==> src/rtl/_3_to_8_hold_decoder_if.sv <==
// Code/strobe bundle from the 8-to-3 priority encoder plus the decoded line outputs.
// The master drives codes and the slave (decoder) returns the held line state.
interface _3_to_8_hold_decoder_if;
  logic       en_in_n;
  logic [2:0] y;
  logic       gs;
  logic       scan_en;
  logic [7:0] v_n;
  logic       busy;
  logic [2:0] code_q;

  modport master (
    output en_in_n, y, gs, scan_en,
    input  v_n, busy, code_q
  );

  modport slave (
    input  en_in_n, y, gs, scan_en,
    output v_n, busy, code_q
  );
endinterface

==> src/rtl/_3_to_8_hold_decoder.sv <==
// Registered 3-to-8 decoder: a captured code holds its active-low line for HOLD_CYCLES;
// with no code held and scan enabled, a single low line walks across the outputs.
module _3_to_8_hold_decoder #(
  parameter int HOLD_CYCLES = 4,
  parameter int SCAN_DIV    = 8
) (
  input  logic                       clk,
  input  logic                       rst,
  _3_to_8_hold_decoder_if.slave      bus
);

  localparam int HW = (HOLD_CYCLES > 1) ? $clog2(HOLD_CYCLES) : 1;
  localparam int SW = (SCAN_DIV > 1) ? $clog2(SCAN_DIV) : 1;
  localparam logic [HW-1:0] HOLD_LOAD = HW'(HOLD_CYCLES - 1);
  localparam logic [SW-1:0] SCAN_LOAD = SW'(SCAN_DIV - 1);

  typedef enum logic [1:0] {
    IDLE = 2'd0,
    HOLD = 2'd1,
    SCAN = 2'd2
  } state_e;

  state_e        state_q, state_d;
  logic [7:0]    v_n_q, v_n_d;
  logic          busy_q, busy_d;
  logic [2:0]    code_q_q, code_q_d;
  logic [HW-1:0] hold_cnt_q, hold_cnt_d;
  logic [SW-1:0] div_cnt_q, div_cnt_d;
  logic [2:0]    scan_idx_q, scan_idx_d;
  logic [2:0]    scan_next;
  logic          cap;

  function automatic logic [7:0] line_n(input logic [2:0] idx);
    return ~(8'b1 << idx);
  endfunction

  assign cap       = !bus.en_in_n && !bus.gs;
  assign scan_next = (scan_idx_q == 3'd7) ? 3'd0 : scan_idx_q + 3'd1;

  always_comb begin
    // NOTE: every signal gets its hold value first so no path through the case infers a latch.
    state_d    = state_q;
    v_n_d      = v_n_q;
    busy_d     = busy_q;
    code_q_d   = code_q_q;
    hold_cnt_d = hold_cnt_q;
    div_cnt_d  = div_cnt_q;
    scan_idx_d = scan_idx_q;

    // A capture wins from every state and is handled identically, including retrigger.
    if (cap) begin
      state_d    = HOLD;
      code_q_d   = bus.y;
      v_n_d      = line_n(bus.y);
      busy_d     = 1'b1;
      hold_cnt_d = HOLD_LOAD;
    end else begin
      case (state_q)
        IDLE: begin
          if (bus.scan_en) begin
            state_d    = SCAN;
            scan_idx_d = 3'd0;
            v_n_d      = 8'hFE;
            div_cnt_d  = SCAN_LOAD;
          end else begin
            v_n_d = 8'hFF;
          end
        end
        HOLD: begin
          if (hold_cnt_q == '0) begin
            state_d = IDLE;
            v_n_d   = 8'hFF;
            busy_d  = 1'b0;
          end else begin
            hold_cnt_d = hold_cnt_q - 1'b1;
          end
        end
        SCAN: begin
          if (!bus.scan_en) begin
            state_d = IDLE;
            v_n_d   = 8'hFF;
          end else if (div_cnt_q == '0) begin
            scan_idx_d = scan_next;
            v_n_d      = line_n(scan_next);
            div_cnt_d  = SCAN_LOAD;
          end else begin
            div_cnt_d = div_cnt_q - 1'b1;
          end
        end
        default: begin
          state_d = IDLE;
          v_n_d   = 8'hFF;
          busy_d  = 1'b0;
        end
      endcase
    end
  end

  // NOTE: sequential state uses non-blocking assignments so all flops update together at the edge.
  always_ff @(posedge clk) begin
    if (rst) begin
      state_q    <= IDLE;
      v_n_q      <= 8'hFF;
      busy_q     <= 1'b0;
      code_q_q   <= 3'd0;
      hold_cnt_q <= '0;
      div_cnt_q  <= '0;
      scan_idx_q <= 3'd0;
    end else begin
      state_q    <= state_d;
      v_n_q      <= v_n_d;
      busy_q     <= busy_d;
      code_q_q   <= code_q_d;
      hold_cnt_q <= hold_cnt_d;
      div_cnt_q  <= div_cnt_d;
      scan_idx_q <= scan_idx_d;
    end
  end

  assign bus.v_n    = v_n_q;
  assign bus.busy   = busy_q;
  assign bus.code_q = code_q_q;

endmodule

==> src/flat_wrapper.sv <==
// flat-port wrapper written by rule: the top's interface ports become plain ports
module _3_to_8_hold_decoder_flat 
#(
  parameter int HOLD_CYCLES = 4,
  parameter int SCAN_DIV    = 8
)
  (clk, rst, bus_en_in_n, bus_y, bus_gs, bus_scan_en, bus_v_n, bus_busy, bus_code_q);
  _3_to_8_hold_decoder_if bus_i ();
  input  logic clk;
  input  logic rst;
  input wire logic [$bits(bus_i.en_in_n)-1:0] bus_en_in_n;
  input wire logic [$bits(bus_i.y)-1:0] bus_y;
  input wire logic [$bits(bus_i.gs)-1:0] bus_gs;
  input wire logic [$bits(bus_i.scan_en)-1:0] bus_scan_en;
  output wire logic [$bits(bus_i.v_n)-1:0] bus_v_n;
  output wire logic [$bits(bus_i.busy)-1:0] bus_busy;
  output wire logic [$bits(bus_i.code_q)-1:0] bus_code_q;
  assign bus_i.en_in_n = bus_en_in_n;
  assign bus_i.y = bus_y;
  assign bus_i.gs = bus_gs;
  assign bus_i.scan_en = bus_scan_en;
  assign bus_v_n = bus_i.v_n;
  assign bus_busy = bus_i.busy;
  assign bus_code_q = bus_i.code_q;
  _3_to_8_hold_decoder #(.HOLD_CYCLES(HOLD_CYCLES), .SCAN_DIV(SCAN_DIV)) u_core (.clk(clk), .rst(rst), .bus(bus_i));
endmodule
==> config.mk <==
export PLATFORM = sky130hd
export DESIGN_NAME = _3_to_8_hold_decoder_flat
export DESIGN_NICKNAME = d
export VERILOG_FILES = /design/src/rtl/_3_to_8_hold_decoder_if.sv /design/src/rtl/_3_to_8_hold_decoder.sv /design/src/flat_wrapper.sv
export SDC_FILE = /design/constraint.sdc
export NUM_CORES = 1
export LEC_CHECK = 0
export BUFFER_PORTS_ARGS = -buffer_cell sky130_fd_sc_hd__buf_2
export CAP_MARGIN = 0
export CORE_ASPECT_RATIO = 1.4
export CORE_MARGIN = 1.5
export CORE_UTILIZATION = 50
export DETAILED_ROUTE_END_ITERATION = 8
export PLACE_DENSITY = 0.77
export SYNTH_ARGS = -nofsm -noshare
export SYNTH_HDL_FRONTEND = slang
export SYNTH_SLANG_ARGS = --single-unit
==> constraint.sdc <==
create_clock -name clk -period 2.31 [get_ports clk]
set_input_delay 0.1155 -clock clk [delete_from_list [all_inputs] [get_ports clk]]
set_output_delay 0.1155 -clock clk [all_outputs]
set_load 0.005 [all_outputs]
==> metrics.cfg <==
[placed_design]
io_buffer_count = 19
place.detailed.hpwl_um = 1640
place_inst = 162
pre_cts_ws_ns = 0.460
placed_cell_area_um2 = 1160
gp_congestion = 0.752

[floorplan]
core_area_um2 = 1970
io-pin-count = 20
die_h_um = 57.3
rows = 19
initial_core_util = 0.535
die_w_um = 41.8
dieArea_um2 = 2400

[timing]
worstMarginPinSlew_ns = 0.546
rsz0062_at_grt = false
max_freq_mhz = 531
fin_setup_tns_ns = 0
drv_slew = 0
clock_skew_ns = 0.00178
finalHoldViolCount = 0
fin_hold_ws_ns = 0.0738
slew_headroom = 0.634
fin_crit_ns = 1.88
setup_viol = 0
finalWorstSetupSlack_ns = 0.428
finalCritPeriodShare = 0.815

[finish]
instances_no_fill = 166
final_area_um2 = 1200
drive_gt1_frac = 0.214
final_core_util = 0.609
seq_area_um2 = 440
antenna_cells = 0
multiInputGateArea_um2 = 577
fillCellCount = 180
areaGrowthSynthToFinish_pct = 13.9
final_nets = 159

[clock_network]
cts-root-buf = clkbuf_4
clk_latency_ns = 0.32
cts_tree = yes
cts_inserted_buffers = 3
ctsResizeCount = 0
cts_buffer_depth = 2
postCtsHoldBufs = 0
path_clk_slew_ns = 0.12
post_cts_buffers = 0
cts_sinks = 22
cts-htree-levels = 1

[setup_path]
r2r-start = u_core.div_cnt_q[0]
reg2reg_slack_ns = 0.43
cpPeakStageDelay_ns = 0.38
cp_slowest_cell = dfxtp_1
path_cells = inv_1 -> ha_1 -> ha_1 -> nand4bb_1 -> a21oi_4 -> a211oi_1 -> a211o_1
required_ns = 2.53
cp_top_family = compound AO/OA/AOI/OAI gates
startpoint = u_core.div_cnt_q[0]
cp_num_buf_inv = 1
arrival_ns = 2.10
ff2ff_path_depth = 7
r2r-end = u_core.bus.v_n[1]
worst-path-stages = 7
cp_common_cell = ha_1
cp-end-kind = flip-flop
critPathMaxFanout = 7
critPathLaunchType = flip-flop
worstSetupPathType = flip-flop to flip-flop
endpoint = u_core.bus.v_n[1]

[yosys]
netlist_instances = 125
synth_fp_nets = 138
synth-seq-area-share = 0.418
yosysWarnings = 0
synth.distinct_cells = 32
ys_seq_elements = 22
avgSynthCellArea_um2 = 8.44
netlist_area_um2 = 1050

[grt]
overflow = 0
grt_pass1_wl_um = 3830
grt_usage = 0.204
grt_pass1_vias = 903
grt_max_degree = 23
antenna_found_initial = 0

[pwr]
p_leak_nw = 0.468
fin_total_pwr_mw = 0.737
ir_drop_v = 0.000407
p_per_area_nw_per_um2 = 614

[detailed_routing]
wirelength_um = 2170
drc = 0
vias = 959
postRouteAntennaNets = 0
avgRoutedWirePerCell_um = 13.1
drtPass1Iterations = 4
drt_iter0_drc = 12
via_per_inst = 5.78

[run]
maxCapViolations = 0

[status]
status = finished clean

[hold_path]
hold_path_class = input pin to flip-flop

==> worst min-delay path, delay by kind of cell <==
kind	cells	cell delay [ns]
buf+inv	1	0.13
simple gates	1	0.06
compound gates	1	0.05
==> cell usage after synthesis <==
cell       number  area [um^2]
or3b_2          2         17.5
nor2b_1         1         6.26
o21bai_1        1         7.51
or3_1           2         12.5
xnor2_1         1         8.76
a21oi_1        18         90.1
o21ai_1         5         25.0
or2_2           3         18.8
nor3_1          7         35.0
nand3_1         2         10.0
nand4bb_1       1         11.3
clkbuf_1        3         11.3
nor3b_1         1         7.51
a211oi_1        2         15.0
o22ai_1         2         12.5
a311oi_1        2         17.5
nand2b_1        3         18.8
o31ai_1         3         22.5
dfxtp_1        22          440
nand3b_1        2         15.0
o21ai_0         4         20.0
o2bb2ai_1       1         8.76
a211o_1         1         8.76
or3b_4          1         11.3
ha_1            5         62.6
inv_1           5         18.8
a21oi_4         1         16.3
nand2_1         8         30.0
nand4b_1        1         8.76
nor2_1         13         48.8
buf_4           1         7.51
a2bb2o_1        1         10.0
==> routing by layer <==
layer	vias to the layer above	part of all wire	global-route usage
met1	439	0.43	0.242
met3	7	0.030	0.0222
met5	-	0	0
met4	0	0.024	0.106
met2	18	0.51	0.359
li1	495	-	-
==> sequential cells by signal, indices dropped and copies added (netlist names) <==
| register | flops |
|---|---|
| u_core.bus.v_n | 8 |
| u_core.bus.code_q | 3 |
| u_core.div_cnt_q | 3 |
| u_core.scan_idx_q | 3 |
| u_core.hold_cnt_q | 2 |
| u_core.state_q | 2 |
| u_core.bus.busy | 1 |
==> cell families (layout without fill, tap and decap cells) <==
family          Yosys count  after routing  synth area share
simple gates             47             47             0.238
fa+ha+maj                 5              5            0.0593
compound gates           41             41             0.241
flops                    22             22             0.418
xor+xnor                  1              1           0.00831
buf+inv                   9             29            0.0356
==> cell type report <==
class | count | share of cell area
Clock buffer | 4 | 0.0302
Sequential cell | 22 | 0.367
Multi-Input combinational cell | 94 | 0.480
Tap cell | 21 | 0.0219
Inverter | 5 | 0.0156
Timing Repair Buffer | 20 | 0.0854
==> how the worst min path moves through the flow <==
stage	start	endpoint	slack [ns]	depth (start not counted)
global placement	bus_y[2]	u_core.bus.code_q[2]	0.41	3
global route	bus_y[2]	u_core.bus.code_q[2]	0.11	3
finish	bus_y[2]	u_core.bus.code_q[2]	0.07	3
detailed placement	bus_y[2]	u_core.bus.code_q[2]	0.42	3
CTS	bus_y[2]	u_core.bus.code_q[2]	0.08	3
floorplan	rst	u_core.bus.v_n[1]	0.21	1
==> cell usage in the layout, fill, tap and decap left out, drive strengths merged <==
| cell type | n |
|---|---|
| a211o | 1 |
| nand2b | 3 |
| buf | 20 |
| o22ai | 2 |
| o2bb2ai | 1 |
| o31ai | 3 |
| a311oi | 2 |
| ha | 5 |
| or3 | 2 |
| xnor2 | 1 |
| a21oi | 19 |
| nand4bb | 1 |
| dfxtp | 22 |
| nor2b | 1 |
| or2 | 3 |
| nor3b | 1 |
| or3b | 3 |
| a2bb2o | 1 |
| nand3b | 2 |
| a211oi | 2 |
| o21bai | 1 |
| nor2 | 13 |
| o21ai | 9 |
| nand3 | 2 |
| nand4b | 1 |
| nand2 | 8 |
| nor3 | 7 |
| clkbuf | 4 |
| inv | 5 |
==> report_power, final <==
group / switching, mW / internal, mW / leakage, nW
clock network: 0.121 / 0.0965 / 0.0210
logic: 0.0603 / 0.0468 / 0.266
registers: 0.0131 / 0.400 / 0.180
(Power assumes the default switching activity.)
